**src/rtl/tick_scheduler.sv**
```systemverilog
// Shared-prescaler tick scheduler: one prescaler drives NCH programmable tick/divided-clock channels.
// Optional macro TICK_SCHED_CLKOUT_EN builds the clk_out toggle registers; otherwise clk_out is tied low.
module tick_scheduler #(
  parameter int unsigned PRESCALE = 100,
  parameter int unsigned NCH      = 4,
  parameter int unsigned PW       = 16
) (
  input  logic           clk,
  input  logic           rst_n,
  input  logic           cfg_valid,
  output logic           cfg_ready,
  input  logic [2:0]     cfg_ch,
  input  logic [PW-1:0]  cfg_period,
  input  logic           cfg_enable,
  output logic [NCH-1:0] tick,
  output logic [NCH-1:0] clk_out,
  output logic [NCH-1:0] active
);

  localparam logic [31:0] PS_LAST = 32'(PRESCALE - 1);

  typedef enum logic {ST_IDLE, ST_PEND} state_t;

  logic [31:0]   r_pcnt;
  logic          w_base_tick;
  state_t        r_state, w_state_nxt;
  logic          w_accept, w_apply;
  logic          r_cfg_ready;
  logic [2:0]    r_pend_ch;
  logic [PW-1:0] r_pend_per;
  logic          r_pend_en;
  logic          w_new_en;

  logic [NCH-1:0] r_en, r_tick, w_hit, w_wrap;
  logic [PW-1:0]  r_per [NCH];
  logic [PW-1:0]  r_cnt [NCH];

  assign w_base_tick = (r_pcnt == PS_LAST);
  assign w_new_en    = r_pend_en && (r_pend_per != '0);

  // Free-running prescaler
  always_ff @(posedge clk or negedge rst_n) begin
    if (!rst_n)           r_pcnt <= '0;
    else if (w_base_tick) r_pcnt <= '0;
    else                  r_pcnt <= r_pcnt + 32'd1;
  end

  // Single pending-slot handshake: accept when idle, apply on the next base tick
  always_comb begin
    w_state_nxt = r_state;
    w_accept    = 1'b0;
    w_apply     = 1'b0;
    case (r_state)
      ST_IDLE: if (cfg_valid) begin
        w_accept    = 1'b1;
        w_state_nxt = ST_PEND;
      end
      ST_PEND: if (w_base_tick) begin
        w_apply     = 1'b1;
        w_state_nxt = ST_IDLE;
      end
      default: w_state_nxt = ST_IDLE;
    endcase
  end

  always_ff @(posedge clk or negedge rst_n) begin
    if (!rst_n) begin
      r_state     <= ST_IDLE;
      r_cfg_ready <= 1'b1;
      r_pend_ch   <= '0;
      r_pend_per  <= '0;
      r_pend_en   <= 1'b0;
    end else begin
      r_state     <= w_state_nxt;
      r_cfg_ready <= (w_state_nxt == ST_IDLE);
      if (w_accept) begin
        r_pend_ch  <= cfg_ch;
        r_pend_per <= cfg_period;
        r_pend_en  <= cfg_enable;
      end
    end
  end

  // Full 3-bit compare so out-of-range channels match nothing and are dropped
  always_comb begin
    for (int c = 0; c < NCH; c++) begin
      w_hit[c]  = w_apply && (r_pend_ch == 3'(c));
      w_wrap[c] = w_base_tick && r_en[c] && (r_cnt[c] == r_per[c] - PW'(1));
    end
  end

  always_ff @(posedge clk or negedge rst_n) begin
    if (!rst_n) begin
      r_en   <= '0;
      r_tick <= '0;
      for (int c = 0; c < NCH; c++) begin
        r_per[c] <= '0;
        r_cnt[c] <= '0;
      end
    end else begin
      for (int c = 0; c < NCH; c++) begin
        if (w_hit[c]) begin
          r_per[c]  <= r_pend_per;
          r_en[c]   <= w_new_en;
          r_cnt[c]  <= '0;
          r_tick[c] <= 1'b0;
        end else begin
          r_tick[c] <= w_wrap[c];
          if (w_base_tick && r_en[c])
            r_cnt[c] <= w_wrap[c] ? '0 : r_cnt[c] + PW'(1);
        end
      end
    end
  end

`ifdef TICK_SCHED_CLKOUT_EN
  logic [NCH-1:0] r_clk_out;

  // Toggle on each wrap; an apply holds the level, or clears it when disabling
  always_ff @(posedge clk or negedge rst_n) begin
    if (!rst_n) r_clk_out <= '0;
    else begin
      for (int c = 0; c < NCH; c++) begin
        if (w_hit[c]) begin
          if (!w_new_en) r_clk_out[c] <= 1'b0;
        end else if (w_wrap[c]) begin
          r_clk_out[c] <= ~r_clk_out[c];
        end
      end
    end
  end

  assign clk_out = r_clk_out;
`else
  assign clk_out = '0;
`endif

  assign tick      = r_tick;
  assign active    = r_en;
  assign cfg_ready = r_cfg_ready;

endmodule

```
**config.mk**
```make
export PLATFORM = sky130hd
export DESIGN_NAME = tick_scheduler
export DESIGN_NICKNAME = d
export VERILOG_FILES = /design/src/rtl/tick_scheduler.sv
export SDC_FILE = /design/constraint.sdc
export NUM_CORES = 1
export LEC_CHECK = 0
export CAP_MARGIN = 20
export CORE_AREA = 3 3 163 125
export CTS_CLUSTER_DIAMETER = 200
export CTS_CLUSTER_SIZE = 28
export DETAILED_ROUTE_END_ITERATION = 10
export DIE_AREA = 0 0 166 128
export GPL_ROUTABILITY_DRIVEN = 0
export HOLD_SLACK_MARGIN = 0.12
export PLACE_DENSITY = 0.77
export SYNTH_ARGS = -nofsm -noshare
export SYNTH_HDL_FRONTEND = slang
export SYNTH_SLANG_ARGS = --single-unit
```
**constraint.sdc**
```tcl
create_clock -name clk -period 4.29 [get_ports clk]
set_input_delay 0.6435 -clock clk [delete_from_list [all_inputs] [get_ports clk]]
set_output_delay 0.6435 -clock clk [all_outputs]
set_load 0.01 [all_outputs]
```
==> results.sh <==
export IMPL_slowest_delay_ns=0.69
export IMPL_place_hpwl_um=17700
export IMPL_tritoncts="yes"
export IMPL_use_met3=0.0573
export IMPL_area_growth_pct=10.7
export IMPL_ir_worst_vdd_uv=357
export IMPL_final_common_cell="dfrtp_1"
export IMPL_drt_wl_total_um=25200
export IMPL_critPathCapture="r_cnt[21]$_DFFE_PN0P_"
export IMPL_p_sw_uw=1030
export IMPL_top_usage_layer="met2"
export IMPL_finalCriticalPeriod_ns=3.27
export IMPL_grtUsageTotal=0.243
export IMPL_fill_cells=1489
export IMPL_slowest_stage="o41ai_4"
export IMPL_cts_root_buffer="clkbuf_16"
export IMPL_cts_hold_buf=0
export IMPL_slew_headroom=0.381
export IMPL_hold_viol_final=0
export IMPL_powerDensity_nw_per_um2=327
export IMPL_die_x_um=166
export IMPL_critPathMostFrequentCell="nor2_1"
export IMPL_path_clk_slew_ns=0.07
export IMPL_p_leak_uw=0.00535
export IMPL_comb_power_share=0.045
export IMPL_skew_ns=0.00780
export IMPL_wl_per_cell_um=18.5
export IMPL_antenna_found_initial=0
export IMPL_synthTopCellsByArea="dfrtp_1, xnor2_1, mux2_2, xor2_1, nor2_1"
export IMPL_grt_pass1_vias=8069
export IMPL_grt_start_max_net_pins=112
export IMPL_cp_end_kind="flop"
export IMPL_dieArea_um2=21200
export IMPL_p_clk_frac=0.419
export IMPL_final_cell_area_um2=11800
export IMPL_grt_met2_usage=0.376
export IMPL_firstDrtPassIters=6
export IMPL_insertion_delay_ns=0.43
export IMPL_drc=0
export IMPL_multi_input_area_um2=5640
export IMPL_min_path_type="input port to async pin"
export IMPL_cts_sinks=190
export IMPL_synth_area_um2=10700
export IMPL_fmax_ghz=0.306
export IMPL_finalMaxSlewViolations=0
export IMPL_synthFlopType="dfrtp_1"
export IMPL_start_util=0.573
export IMPL_grt_overflow=0
export IMPL_synth_seq_area_share=0.445
export IMPL_rr_worst_depth=7
export IMPL_io_buffers=31
export IMPL_avgSynthCellArea_um2=9.86
export IMPL_yosysWarnings=0
export IMPL_crit_required_ns=4.57
export IMPL_core_area_um2=18700
export IMPL_cts_inserted_buffers=17
export IMPL_placed_area_um2=11200
export IMPL_synth_edf_count=0
export IMPL_cap_violations=0
export IMPL_p_sw_frac=0.266
export IMPL_finalSetupViolCount=0
export IMPL_drt_initial_drc_count=835
export IMPL_r2r_end="r_cnt[21]$_DFFE_PN0P_"
export IMPL_ant_nets=0
export IMPL_drive_above_1_share=0.125
export IMPL_grtUsageMet1=0.349
export IMPL_finalSetupTns_ns=0
export IMPL_regArea_um2=4760
export IMPL_synth_top_area_frac=0.442
export IMPL_path_delay_family="simple AND/OR/NAND/NOR gates"
export IMPL_cts_max_level=4
export IMPL_synth_cells=1085
export IMPL_p_int_uw=2840
export IMPL_r2r_slack_ns=1.02
export IMPL_cp_max_fo=14
export IMPL_via_count=8258
export IMPL_crit_cells=7
export IMPL_start_kind="flop"
export IMPL_diodes=0
export IMPL_tightest_slew_ns=0.921
export IMPL_yosysTopAreaCell="dfrtp_1"
export IMPL_cp_cell_sequence="nor4_2 -> nand4_1 -> nor2_1 -> nand2_1 -> or4_1 -> o41ai_4 -> nor2_1"
export IMPL_worstReg2RegStart="r_pcnt[20]$_DFF_PN0_"
export IMPL_crit_start="r_pcnt[20]$_DFF_PN0_"
export IMPL_vias_per_cell=6.05
export IMPL_synth_seq_cells=190
export IMPL_min_period_over_period=0.762
export IMPL_status="complete, no violations"
export IMPL_cts_setup_buffers=0
export IMPL_clock_path_buffers=2
export IMPL_rsz0062_at_grt="no"
export IMPL_critPathBufInv=0
export IMPL_cts_resized=0
export IMPL_arrival_ns=3.55
export IMPL_nNetsFinal=1138
export IMPL_grt_pass1_wl_um=41700
export IMPL_power_frac_seq=0.536
export IMPL_crit_type="flop to flop"
export IMPL_num_rows=43
export IMPL_io_pins=36
export IMPL_synthArstFlopShare=1.00
export IMPL_yosys_cell_types_count=81
export IMPL_die_h_um=128
export IMPL_layout_common_cells="dfrtp_1, nor2_1, nand2_1, xnor2_1, mux2_2"
-- how the worst min path moves through the flow --
stage,startpoint,to,slack [ns],cells past startpoint
after detailed placement,r_pcnt[31]$_DFF_PN0_,r_pcnt[31]$_DFF_PN0_,0.49,1
after global placement,r_pcnt[31]$_DFF_PN0_,r_pcnt[31]$_DFF_PN0_,0.47,1
after global routing,rst_n,r_cnt[16]$_DFFE_PN0P_,0.40,1
after floorplan,rst_n,active[0]$_DFFE_PN0P_,0.35,0
after CTS,rst_n,r_cnt[16]$_DFFE_PN0P_,0.37,1
final,rst_n,r_cnt[16]$_DFFE_PN0P_,0.33,1
-- metrics by stage --
stage | hold slack (ns) | setup WS, ns | power (µW) | std cells | util
2_1_floorplan | 0.348 | 1.30 | 2080 | 1088 | -
3_3_place_gp | 0.468 | 1.16 | 2270 | 1333 | 0.602
3_5_place_dp | 0.487 | 1.00 | 2270 | 1333 | 0.602
4_1_cts | 0.367 | 0.863 | 3880 | 1365 | 0.634
5_1_grt | 0.399 | 0.761 | 3990 | 1366 | 0.634
6_report | 0.328 | 1.02 | 3870 | 1366 | 0.634
-- metal layers --
metal,wire length (µm),part of all wire
met5,0,0
met4,346,0.014
met3,1730,0.069
met2,11400,0.45
met1,11800,0.47
-- synthesized netlist by cell type, drive strengths merged (7+ instances only) --
master,n
and3,22
xnor2,104
o21ai,21
nor3,43
mux2,70
nand4,21
buf,14
nand2,106
dfrtp,189
a211oi,11
nor2b,7
or4,15
a21oi,17
xor2,54
ha,9
inv,32
nand2b,8
nor4,27
or3,8
a31oi,10
mux2i,7
clkbuf,31
nor2,112
nand3,48
-- sequential cells by signal (all words and copies together), names as in the netlist --
register / flops
r_per: 64
r_pend_ch: 3
active: 4
tick: 4
r_pend_en: 1
cfg_ready: 1
r_pend_per: 16
r_cnt: 64
r_pcnt: 32
r_state: 1
-- worst register-to-register path: cells and delay by family, from the launching register on --
family,cells,cell delay (ns)
compound gates,1,0.69
flops,1,0.45
simple gates,6,1.98
-- layout make-up --
type	instances	area share
clock inverter	13	0.0128
timing repair buffer	44	0.0358
sequential	190	0.402
inverter	32	0.0101
multi-input combinational	821	0.476
clock buffer	19	0.0374
tap	247	0.0261
-- power groups by stage --
stage | clock network, µW | logic, µW | registers [µW]
final | 1620 | 174 | 2070
after global routing | 1720 | 194 | 2080
after CTS | 1640 | 178 | 2060
after detailed placement | 0 | 176 | 2100
after global placement | 0 | 171 | 2090
after floorplan | 0 | 111 | 1960
-- cells by family after synthesis --
| family | count (synthesis) | share of synthesized area |
|---|---|---|
| xor+xnor | 159 | 0.131 |
| other cells | 1 | 0.000351 |
| buf+inv | 77 | 0.0311 |
| mux | 77 | 0.0802 |
| compound gates | 111 | 0.0765 |
| flops | 190 | 0.445 |
| fa+ha+maj | 9 | 0.0105 |
| simple gates | 461 | 0.225 |
No activity file was read; power rests on OpenSTA's default activity.
